==> src/rtl/sign_mult_pkg.sv <==
// Purpose: shared widths, operand/product/id types and small helpers for the
//          shared signed-multiplier block.
// Contents: W/PW defaults, ID_W, operand_t, product_t, id_t, other_id().
package sign_mult_pkg;

    localparam int W    = 8;
    localparam int PW   = 2 * W;
    localparam int ID_W = 1;

    typedef logic signed [W-1:0]  operand_t;
    typedef logic signed [PW-1:0] product_t;
    typedef logic [ID_W-1:0]      id_t;

    // With two requesters the "next in line" is simply the other one.
    function automatic id_t other_id(input id_t id);
        return ~id;
    endfunction

endpackage

==> src/rtl/sign_mult_core.sv <==
// Purpose: combinational two's-complement W x W -> PW multiplier.
// Latency: zero cycles (pure combinational).
// Backpressure: none; the enclosing pipeline decides when the result is captured.
// Ports: a, b  - signed operands (W bits)
//        z     - signed product, sign-extended to PW bits
module sign_mult_core #(
    parameter int W  = 8,
    parameter int PW = 2 * W
) (
    input  logic [W-1:0]  a,
    input  logic [W-1:0]  b,
    output logic [PW-1:0] z
);

    logic signed [PW-1:0] a_ext;
    logic signed [PW-1:0] b_ext;
    logic signed [PW-1:0] prod;

    // Sign-extend both operands to the product width first, so the multiply
    // is a plain PW x PW -> PW operation with no width mixing. With PW = 2*W
    // the low PW bits of the extended product are the exact signed product,
    // so -128 * -128 correctly yields +16384.
    assign a_ext = {{(PW-W){a[W-1]}}, a};
    assign b_ext = {{(PW-W){b[W-1]}}, b};
    assign prod  = a_ext * b_ext;
    assign z     = prod;

endmodule

==> src/rtl/sign_mult_arbiter.sv <==
// Purpose: round-robin share of one signed multiplier between two requesters.
// Latency: operands accepted at edge N are presented on out_* after edge N+1.
// Backpressure: out_ready low stalls S2, then S1; both in*_ready drop when full.
// Ports: clk, rst (sync, active high)
//        in0_valid/in0_ready/in0_a/in0_b - requester 0 operand handshake
//        in1_valid/in1_ready/in1_a/in1_b - requester 1 operand handshake
//        out_valid/out_ready/out_z/out_id - product result handshake with id
module sign_mult_arbiter #(
    parameter int W  = sign_mult_pkg::W,
    parameter int PW = sign_mult_pkg::PW
) (
    input  logic          clk,
    input  logic          rst,
    input  logic          in0_valid,
    output logic          in0_ready,
    input  logic [W-1:0]  in0_a,
    input  logic [W-1:0]  in0_b,
    input  logic          in1_valid,
    output logic          in1_ready,
    input  logic [W-1:0]  in1_a,
    input  logic [W-1:0]  in1_b,
    output logic          out_valid,
    input  logic          out_ready,
    output logic [PW-1:0] out_z,
    output logic          out_id
);

    import sign_mult_pkg::*;

    // Round-robin pointer: requester that wins when both are valid.
    id_t           rr;

    // Stage 1: operand register.
    logic          s1_full;
    logic [W-1:0]  s1_a;
    logic [W-1:0]  s1_b;
    id_t           s1_id;

    // Stage 2: result register, drives out_* directly.
    logic          s2_full;
    logic [PW-1:0] s2_z;
    id_t           s2_id;

    logic          s1_adv;
    logic          s2_adv;
    logic          grant0;
    logic          grant1;
    logic          acc0;
    logic          acc1;
    logic          acc_any;
    id_t           acc_id;
    logic [W-1:0]  acc_a;
    logic [W-1:0]  acc_b;
    logic [PW-1:0] core_z;

    // A stage may take new data if it is empty or if its contents leave on
    // this same edge; this lets the pipe run at one result per cycle.
    assign s2_adv = !s2_full || out_ready;
    assign s1_adv = !s1_full || s2_adv;

    // Grant: a lone valid requester always wins; a tie goes to rr.
    always_comb begin
        grant0 = 1'b0;
        grant1 = 1'b0;
        if (in0_valid && in1_valid) begin
            grant0 = (rr == 1'b0);
            grant1 = (rr == 1'b1);
        end else begin
            grant0 = in0_valid;
            grant1 = in1_valid;
        end
    end

    // Readies are held low throughout reset so nothing is lost on the edge
    // that clears the pipeline.
    assign in0_ready = grant0 && s1_adv && !rst;
    assign in1_ready = grant1 && s1_adv && !rst;

    assign acc0    = in0_valid && in0_ready;
    assign acc1    = in1_valid && in1_ready;
    assign acc_any = acc0 || acc1;
    assign acc_id  = acc1 ? 1'b1 : 1'b0;
    assign acc_a   = acc1 ? in1_a : in0_a;
    assign acc_b   = acc1 ? in1_b : in0_b;

    sign_mult_core #(
        .W  (W),
        .PW (PW)
    ) u_core (
        .a (s1_a),
        .b (s1_b),
        .z (core_z)
    );

    // Pointer moves to the other requester only on a real transfer, so idle
    // or refused requests never disturb fairness.
    always_ff @(posedge clk) begin
        if (rst) begin
            rr <= '0;
        end else if (acc_any) begin
            rr <= other_id(acc_id);
        end
    end

    // Stage 1. When S1 advances it either loads a new accept or empties
    // (its old contents, if any, are moving to S2 on this edge).
    always_ff @(posedge clk) begin
        if (rst) begin
            s1_full <= 1'b0;
            s1_a    <= '0;
            s1_b    <= '0;
            s1_id   <= '0;
        end else if (s1_adv) begin
            s1_full <= acc_any;
            if (acc_any) begin
                s1_a  <= acc_a;
                s1_b  <= acc_b;
                s1_id <= acc_id;
            end
        end
    end

    // Stage 2. Data is only captured from a full S1, so out_z/out_id keep the
    // last result while out_valid is low and never change during a stall.
    always_ff @(posedge clk) begin
        if (rst) begin
            s2_full <= 1'b0;
            s2_z    <= '0;
            s2_id   <= '0;
        end else if (s2_adv) begin
            s2_full <= s1_full;
            if (s1_full) begin
                s2_z  <= core_z;
                s2_id <= s1_id;
            end
        end
    end

    assign out_valid = s2_full;
    assign out_z     = s2_z;
    assign out_id    = s2_id;

endmodule

==> config.mk <==
export PLATFORM = sky130hd
export DESIGN_NAME = sign_mult_arbiter
export DESIGN_NICKNAME = d
export VERILOG_FILES = /design/src/rtl/sign_mult_pkg.sv /design/src/rtl/sign_mult_core.sv /design/src/rtl/sign_mult_arbiter.sv
export SDC_FILE = /design/constraint.sdc
export NUM_CORES = 1
export LEC_CHECK = 0
export ABC_AREA = 1
export BUFFER_PORTS_ARGS = -buffer_cell sky130_fd_sc_hd__buf_2
export CAP_MARGIN = 30
export CELL_PAD_IN_SITES_DETAIL_PLACEMENT = 1
export CELL_PAD_IN_SITES_GLOBAL_PLACEMENT = 2
export CORE_UTILIZATION = 30
export DETAILED_ROUTE_END_ITERATION = 7
export PLACE_DENSITY_LB_ADDON = 0.15
export SLEW_MARGIN = 10
export SYNTH_ARGS = -nofsm -noshare
export SYNTH_HDL_FRONTEND = slang
export SYNTH_HIERARCHICAL = 1
export SYNTH_SLANG_ARGS = --single-unit
==> constraint.sdc <==
create_clock -name clk -period 3.9 [get_ports clk]
set_clock_uncertainty 0.05 [all_clocks]
set_input_delay 0.39 -clock clk [delete_from_list [all_inputs] [get_ports clk]]
set_output_delay 0.39 -clock clk [all_outputs]
set_load 0.02 [all_outputs]
==> summary.txt, run 1 <==
Setup path
  • Flop2flop setup slack: -0.14 ns
  • WP data required: 4.04 ns
  • WS Path Type: reg2reg
  • FF-to-FF path depth: 16
  • CP max FO: 6
  • Reg2Reg Launch Point: s1_b[7]
  • Endpoint class of the critical path: flop
  • Critical path arrival: 4.17 ns
  • R2r endpoint: out_z[8]
  • Critical Path Start Type: flop
  • Crit path from: s1_b[7]

Layout
  • Area grow syn2layout: 28.05%
  • Layout net count: 848
  • Register area: 780.7 sq um
  • Share of cells above drive strength 1: 28.16%
  • Ant. Diodes: 0
  • Design Area, Final: 5705 sq um
  • Filler instances: 1855
  • Core Util, Final: 39.26%
  • Most frequent cells in the layout: nand2_1, inv_1, nor2_1
  • Multi-input gate area: 3278 sq um
  • Most common cell after layout, fill and taps aside: nand2_1

Min path
  • Hold Crit Class: in2reg
  • Hold endpoint: s1_id
  • Hold depth: 2
  • Hold path start: rst

Placed design
  • Placed wire-length estimate: 9.919 mm
  • Input/output buffers: 56
  • Place WS: -0.4407 ns
  • RePlAce Congestion: 0.8170
  • Placed inst area: 5229 sq um

Power
  • P_leak: 3.277 nW
  • Flop pwr share: 25.3%
  • Power, Total: 0.001801 W
  • Sw Ratio: 40.32%
  • Pint: 0.001075 W
  • Max IR drop VDD: 0.1912 mV
  • Comb power frac: 51.7%
  • Clock power share: 23.0%
  • Power per cell area: 315.7 nW/um^2
  • Psw: 0.0007262 W

Timing
  • Crit share post-route: 103.5%
  • Worst Tran Pin Value: 0.5567 ns
  • Slew Viols, Final: 0
  • Setup violators final: 8
  • Final hold viol count: 0
  • Min Tclk post-route: 4.038 ns
  • Fmax: 247.6 MHz
  • TNS Setup: -0.6384 ns
  • RSZ-0062 raised after global routing: true
  • Slew margin rel.: 62.80%
  • Final setup margin: -0.1381 ns

Floorplanning
  • Die Wd: 123.9 um
  • Die Y: 123.9 um
  • FP Rows: 44
  • I/O pins: 57
  • Die area: 15340 sq um
  • Core ar.: 14530 sq um
  • Initial Utilization: 30.66%

Clocking
  • Clk sinks: 37
  • Root buf cell: clkbuf_16
  • TritonCTS clock tree: yes
  • # H-tree levels: 2
  • Latest clock arrival within the worst-skew pair: 0.29 ns
  • Clock-pin slew on the worst setup and hold paths: 0.06 ns
  • Bufs on Longest Clock Path: 2
  • Clock buffer count from CTS: 5

Detailed routing
  • DRT Pass-1 Iters: 4
  • DR WL/cell: 13.25 um
  • Vias: 4026
  • # DRC: 0
  • Antenna viol nets, final: 0
  • Starting DRT DRC Count: 112
  • Via density: 4.414
  • Routed WL: 12.09 mm

Yosys
  • Sequential share of the synthesized area: 16.62%
  • Syn_area_per_cell: 6.962 sq um
  • Yosys warnings: 6
  • #FFs+latches synth: 37
  • Cell count after synthesis: 640
  • Synthesized cell area: 4456 sq um
  • Net Count, Synth: 761
  • Unique cell type count in the Yosys netlist: 31

Outcome
  • Failing checks: setup timing
  • Outcome: finished, violations left

GRT
  • Total GRT Usage: 17.56%
  • Grt ovf: 0
  • First-pass GRT wire length: 20.88 mm
  • Largest net degree at the start of global routing: 36
  • Vias in the first global route: 4416
  • Antenna violations before repair: 0

Job
  • Max Cap Viol: 0
## sequential cells by signal, summed over array words and instances (netlist names)
name,flops
out_z,16
s1_a,8
s1_b,8
out_id,1
out_valid,1
rr,1
s1_full,1
s1_id,1
## power groups by stage
stage | Sequential, W | Combinational, W | Clock [W]
after CTS | 0.000456 | 0.000894 | 0.000434
after floorplan | 0.000454 | 0.000520 | 0
after global routing | 0.000462 | 0.00105 | 0.000443
after detailed placement | 0.000461 | 0.000803 | 0
final | 0.000456 | 0.000931 | 0.000414
after global placement | 0.000460 | 0.000798 | 0
## through the flow
stage          cells  hold slack (ns)
2_1_floorplan    640           0.3800
3_3_place_gp     898           0.4064
3_5_place_dp     898           0.4076
4_1_cts          910           0.3093
5_1_grt          912           0.3201
6_report         912           0.3137
## synthesized netlist by cell type
master,number,area [sq um]
o21ai_2,2,17.52
inv_2,2,7.510
nand2_1,156,585.6
buf_4,3,22.52
nand3_1,10,50.05
nand2_2,2,12.51
o21ai_0,18,90.09
a211oi_1,1,7.510
buf_2,6,30.03
inv_1,149,559.3
a21oi_1,8,40.04
nand3_2,2,20.02
o21ai_1,1,5.000
a21oi_2,1,8.760
nor2_4,1,11.26
nor2_1,86,322.8
ha_1,29,362.9
nand3_4,1,17.52
nand4_1,17,106.4
nor2_2,1,6.260
dfxtp_1,37,740.7
a21o_1,2,15.01
o21bai_1,1,7.510
or2_2,1,6.260
clkbuf_1,19,71.32
nand3b_1,17,127.6
xor2_1,5,43.79
fa_1,55,1101
buf_6,1,11.26
xnor2_1,5,43.79
clkinv_1,1,3.750
## cell families (layout without fill, tap and decap cells)
logic type | Yosys count | after routing | share of synthesized area [%]
compound gates | 34 | 34 | 4.297
xor+xnor | 10 | 10 | 1.966
fa+ha+maj | 84 | 84 | 32.86
buf+inv | 181 | 269 | 15.84
flops | 37 | 37 | 16.62
simple gates | 294 | 294 | 28.42
## worst max path at each step
stage,to,slack (ns)
finish,out_z[8],-0.14
global route,out_z[15],-0.32
CTS,out_z[15],-0.15
detailed placement,out_z[14],-0.44
global placement,out_z[14],-0.41
floorplan,out_z[15],0.003
## area by class of cell
class	instances	share of cell area, %
Sequential cell	37	13.68
Clock inverter	3	0.3728
Multi-Input combinational cell	422	57.46
Inverter	152	10.04
Timing Repair Buffer	109	12.21
Tap cell	184	4.035
Clock buffer	5	2.193
## worst max-delay path, cell delays in order (launching register included)
cell and delay (ns):
dfxtp_2 0.35, inv_4 0.05, or2_4 0.23, fa_1 0.47, fa_1 0.52, inv_2 0.04, fa_1 0.55, inv_2 0.04
fa_1 0.49, inv_2 0.05, ha_4 0.27, a21oi_4 0.18, o21ai_4 0.10, buf_4 0.14, xor2_1 0.14, o21ai_0 0.19
nor2_1 0.06
## per-layer routing
metal  vias to the layer above  GRT usage (%)  wire [um]
met4                         0          4.970        168
li1                       2045              -          -
met2                        33          30.63       6055
met3                        12          2.564        227
met5                         -              0          0
met1                      1936          22.40       5636
## timing repair
item	CTS	global route
endpoints found under the hold margin	0	0
setup endpoints to repair	9	10
buffers inserted	4	1
pin swaps	33	23
hold buffers	0	0
resized for setup	54	34
Power figures use the tool's default switching activity.
==> run 2: changes to the inputs <==
CORE_ASPECT_RATIO = 1.5   (was not set)
SYNTH_HIERARCHICAL = not set   (was 1)
==> summary.txt, run 2 <==
Outcome
  • Outcome: finished, violations left
  • Failing checks: setup timing

Yosys
  • Post-synth top area share: 25.65%
  • Ys async rst share: 0%
  • Unique cell type count in the Yosys netlist: 28
  • Post-synthesis mux area share: 0%
  • Commonest cells in the netlist: inv_1, nand2_1, nor2_1
  • Cell count after synthesis: 623
  • Largest family of logic cells by synthesized area: adder cells
  • Cell accounting for the most synthesized area: fa_1
  • Net Count, Synth: 744
  • Adder-Cell Fraction of Synth Area: 34.10%
  • Simple-gate share of the synthesized area: 24.69%
  • Most frequent cell after synthesis: inv_1
  • #FFs+latches synth: 37
  • Top cells by area, synth: fa_1, dfxtp_1, inv_1
  • Syn_area_per_cell: 6.891 sq um
  • Yosys warnings: 0
  • Number of synthesized flops with an enable pin: 0
  • Xor-xnor portion of the synthesized cell area: 1.224%
  • Sequential share of the synthesized area: 17.25%
  • Synthesized cell area: 4293 sq um
  • Compound-Gate Fraction of Synth Area: 6.121%
  • Top_reg_cell synth: dfxtp_1

Timing
  • Setup violators final: 3
  • Fmax: 254.6 MHz
  • Crit share post-route: 100.7%
  • Min Tclk post-route: 3.928 ns
  • Final hold viol count: 0
  • Slew margin rel.: 47.47%
  • RSZ-0062 raised after global routing: true
  • Worst Tran Pin Value: 0.7871 ns
  • Final setup margin: -0.02770 ns
  • TNS Setup: -0.07418 ns
  • Slew Viols, Final: 0

Clocking
  • Clk sinks: 37
  • # hold bufs at CTS: 0
  • Latest clock arrival within the worst-skew pair: 0.29 ns
  • Clock-pin slew on the worst setup and hold paths: 0.06 ns
  • # H-tree levels: 2
  • Bufs on Longest Clock Path: 2
  • TritonCTS clock tree: yes
  • Clock buffer count from CTS: 5
  • Root buf cell: clkbuf_16

GRT
  • Grt ovf: 0
  • Vias in the first global route: 4245
  • First-pass GRT wire length: 19.42 mm
  • Total GRT Usage: 16.64%
  • Largest net degree at the start of global routing: 26
  • Antenna violations before repair: 0

Setup path
  • Reg2Reg Launch Point: s1_a[4]
  • WP data required: 4.04 ns
  • R2r endpoint: out_z[15]
  • Critical path arrival: 4.07 ns
  • Flop2flop setup slack: -0.03 ns
  • Crit path from: s1_a[4]
  • Critical Path Start Type: flop
  • WS Path Type: reg2reg
  • Endpoint class of the critical path: flop
  • CP max FO: 4
  • FF-to-FF path depth: 21

Floorplanning
  • FP Rows: 53
  • Die area: 14800 sq um
  • Initial Utilization: 30.68%
  • I/O pins: 57
  • Die Wd: 99.67 um
  • Core ar.: 13990 sq um
  • Die Y: 148.5 um

Layout
  • Most common cell after layout, fill and taps aside: nand2_1
  • Multi-input gate area: 3207 sq um
  • Most frequent cells in the layout: nand2_1, inv_1, nor2_1
  • Ant. Diodes: 0
  • Max reg flops: 16
  • Share of cells above drive strength 1: 31.61%
  • Non-filler instance count after layout: 907
  • Register area: 779.5 sq um
  • Core Util, Final: 40.74%
  • Filler instances: 1776
  • Layout net count: 835
  • Area grow syn2layout: 32.79%

Detailed routing
  • Vias: 3891
  • Via density: 4.290
  • Antenna viol nets, final: 0
  • DR WL/cell: 12.58 um
  • DRT Pass-1 Iters: 4
  • # DRC: 0
  • Routed WL: 11.41 mm
  • Starting DRT DRC Count: 43

Min path
  • Hold path start: out_ready
  • Hold endpoint: out_valid
  • Hold depth: 4
  • Hold Crit Class: in2reg

Placed design
  • RePlAce Congestion: 0.8518
  • Placed wire-length estimate: 9.649 mm
  • Input/output buffers: 56
  • Cells after DPL: 896

Power
  • P_leak: 3.234 nW
  • Power per cell area: 317.2 nW/um^2
  • Max IR drop VDD: 0.1462 mV
  • Power, Total: 0.001808 W

Job
  • Max Cap Viol: 0
-- run 2: changes by cell type after synthesis, sizes merged, moves of 3 or more --
| cell | change |
|---|---|
| nor2 | -7 |
| buf | -5 |
| o21ai | +11 |
| a21oi | +7 |
| nand2 | -3 |
| nand4 | -15 |
| inv | +7 |
| nand3 | +6 |
| nand3b | -15 |
-- run 2: timing repair --
| item | 4_1_cts | 5_1_grt |
|---|---|---|
| gates resized for setup | 76 | 51 |
| setup buffers | 1 | 2 |
| endpoints found under the setup margin | 9 | 9 |
| endpoints found under the hold margin | 0 | 0 |
| pin swaps | 41 | 42 |
-- run 2: how the worst max path moves through the flow --
stage               depth (start not counted)        end
floorplan                                  17  out_z[13]
global placement                           20  out_z[15]
detailed placement                         20  out_z[15]
CTS                                        19  out_z[15]
global route                               19  out_z[14]
finish                                     21  out_z[15]
-- run 2: critical path, stage by stage (launching register included) --
cell	delay [ns]
dfxtp_4	0.36
buf_6	0.12
nand2_1	0.05
inv_1	0.04
fa_1	0.49
inv_2	0.04
fa_1	0.56
inv_2	0.05
fa_1	0.47
inv_1	0.05
fa_1	0.49
inv_2	0.05
ha_4	0.30
nand2_4	0.08
nor2_4	0.12
nand2_1	0.08
nor2_2	0.10
nor2_2	0.06
nand3_1	0.07
nand2_1	0.05
nor2_1	0.11
nor2_1	0.04
-- run 2: through the flow --
step,setup WS (ns),hold slack (ns),area [sq um]
after CTS,-0.08359,0.3377,5544
final,-0.02770,0.3446,5700
after detailed placement,-0.3456,0.4102,5111
after global placement,-0.3443,0.4064,5111
after global routing,-0.2512,0.3554,5700
after floorplan,0.005620,0.3904,4344
-- run 2: area by class of cell --
cell class / instances / area share, %
clock inverter: 1 / 0.1536
inverter: 159 / 10.73
timing repair buffer: 109 / 12.29
tap: 192 / 4.214
multi-input combinational: 402 / 56.26
sequential: 37 / 13.67
clock buffer: 7 / 2.678
-- run 2: logic make-up (layout without fill, tap and decap cells) --
family | Yosys count | count (layout)
and+or+nand+nor | 261 | 261
AOI/OAI and AO/OA | 51 | 51
xor gates and xnor gates | 6 | 6
buffers and inverters | 184 | 276
adders and majority gates | 84 | 84
DFF | 37 | 37
-- run 2: layer usage --
layer,vias to the layer above,GRT usage (%),part of all wire [%]
met5,-,0,0
met2,54,33.00,57
met3,19,1.880,1.6
met1,1829,17.39,39
li1,1989,-,-
met4,0,6.471,2.7
-- run 2: report_power, final --
| group | internal (W) | switching, W | total [W] |
|---|---|---|---|
| Combinational | 0.000406 | 0.000493 | 0.000899 |
| Sequential | 0.000412 | 0.0000365 | 0.000449 |
| Clock | 0.000275 | 0.000185 | 0.000460 |
| Total | 0.00109 | 0.000715 | 0.00181 |
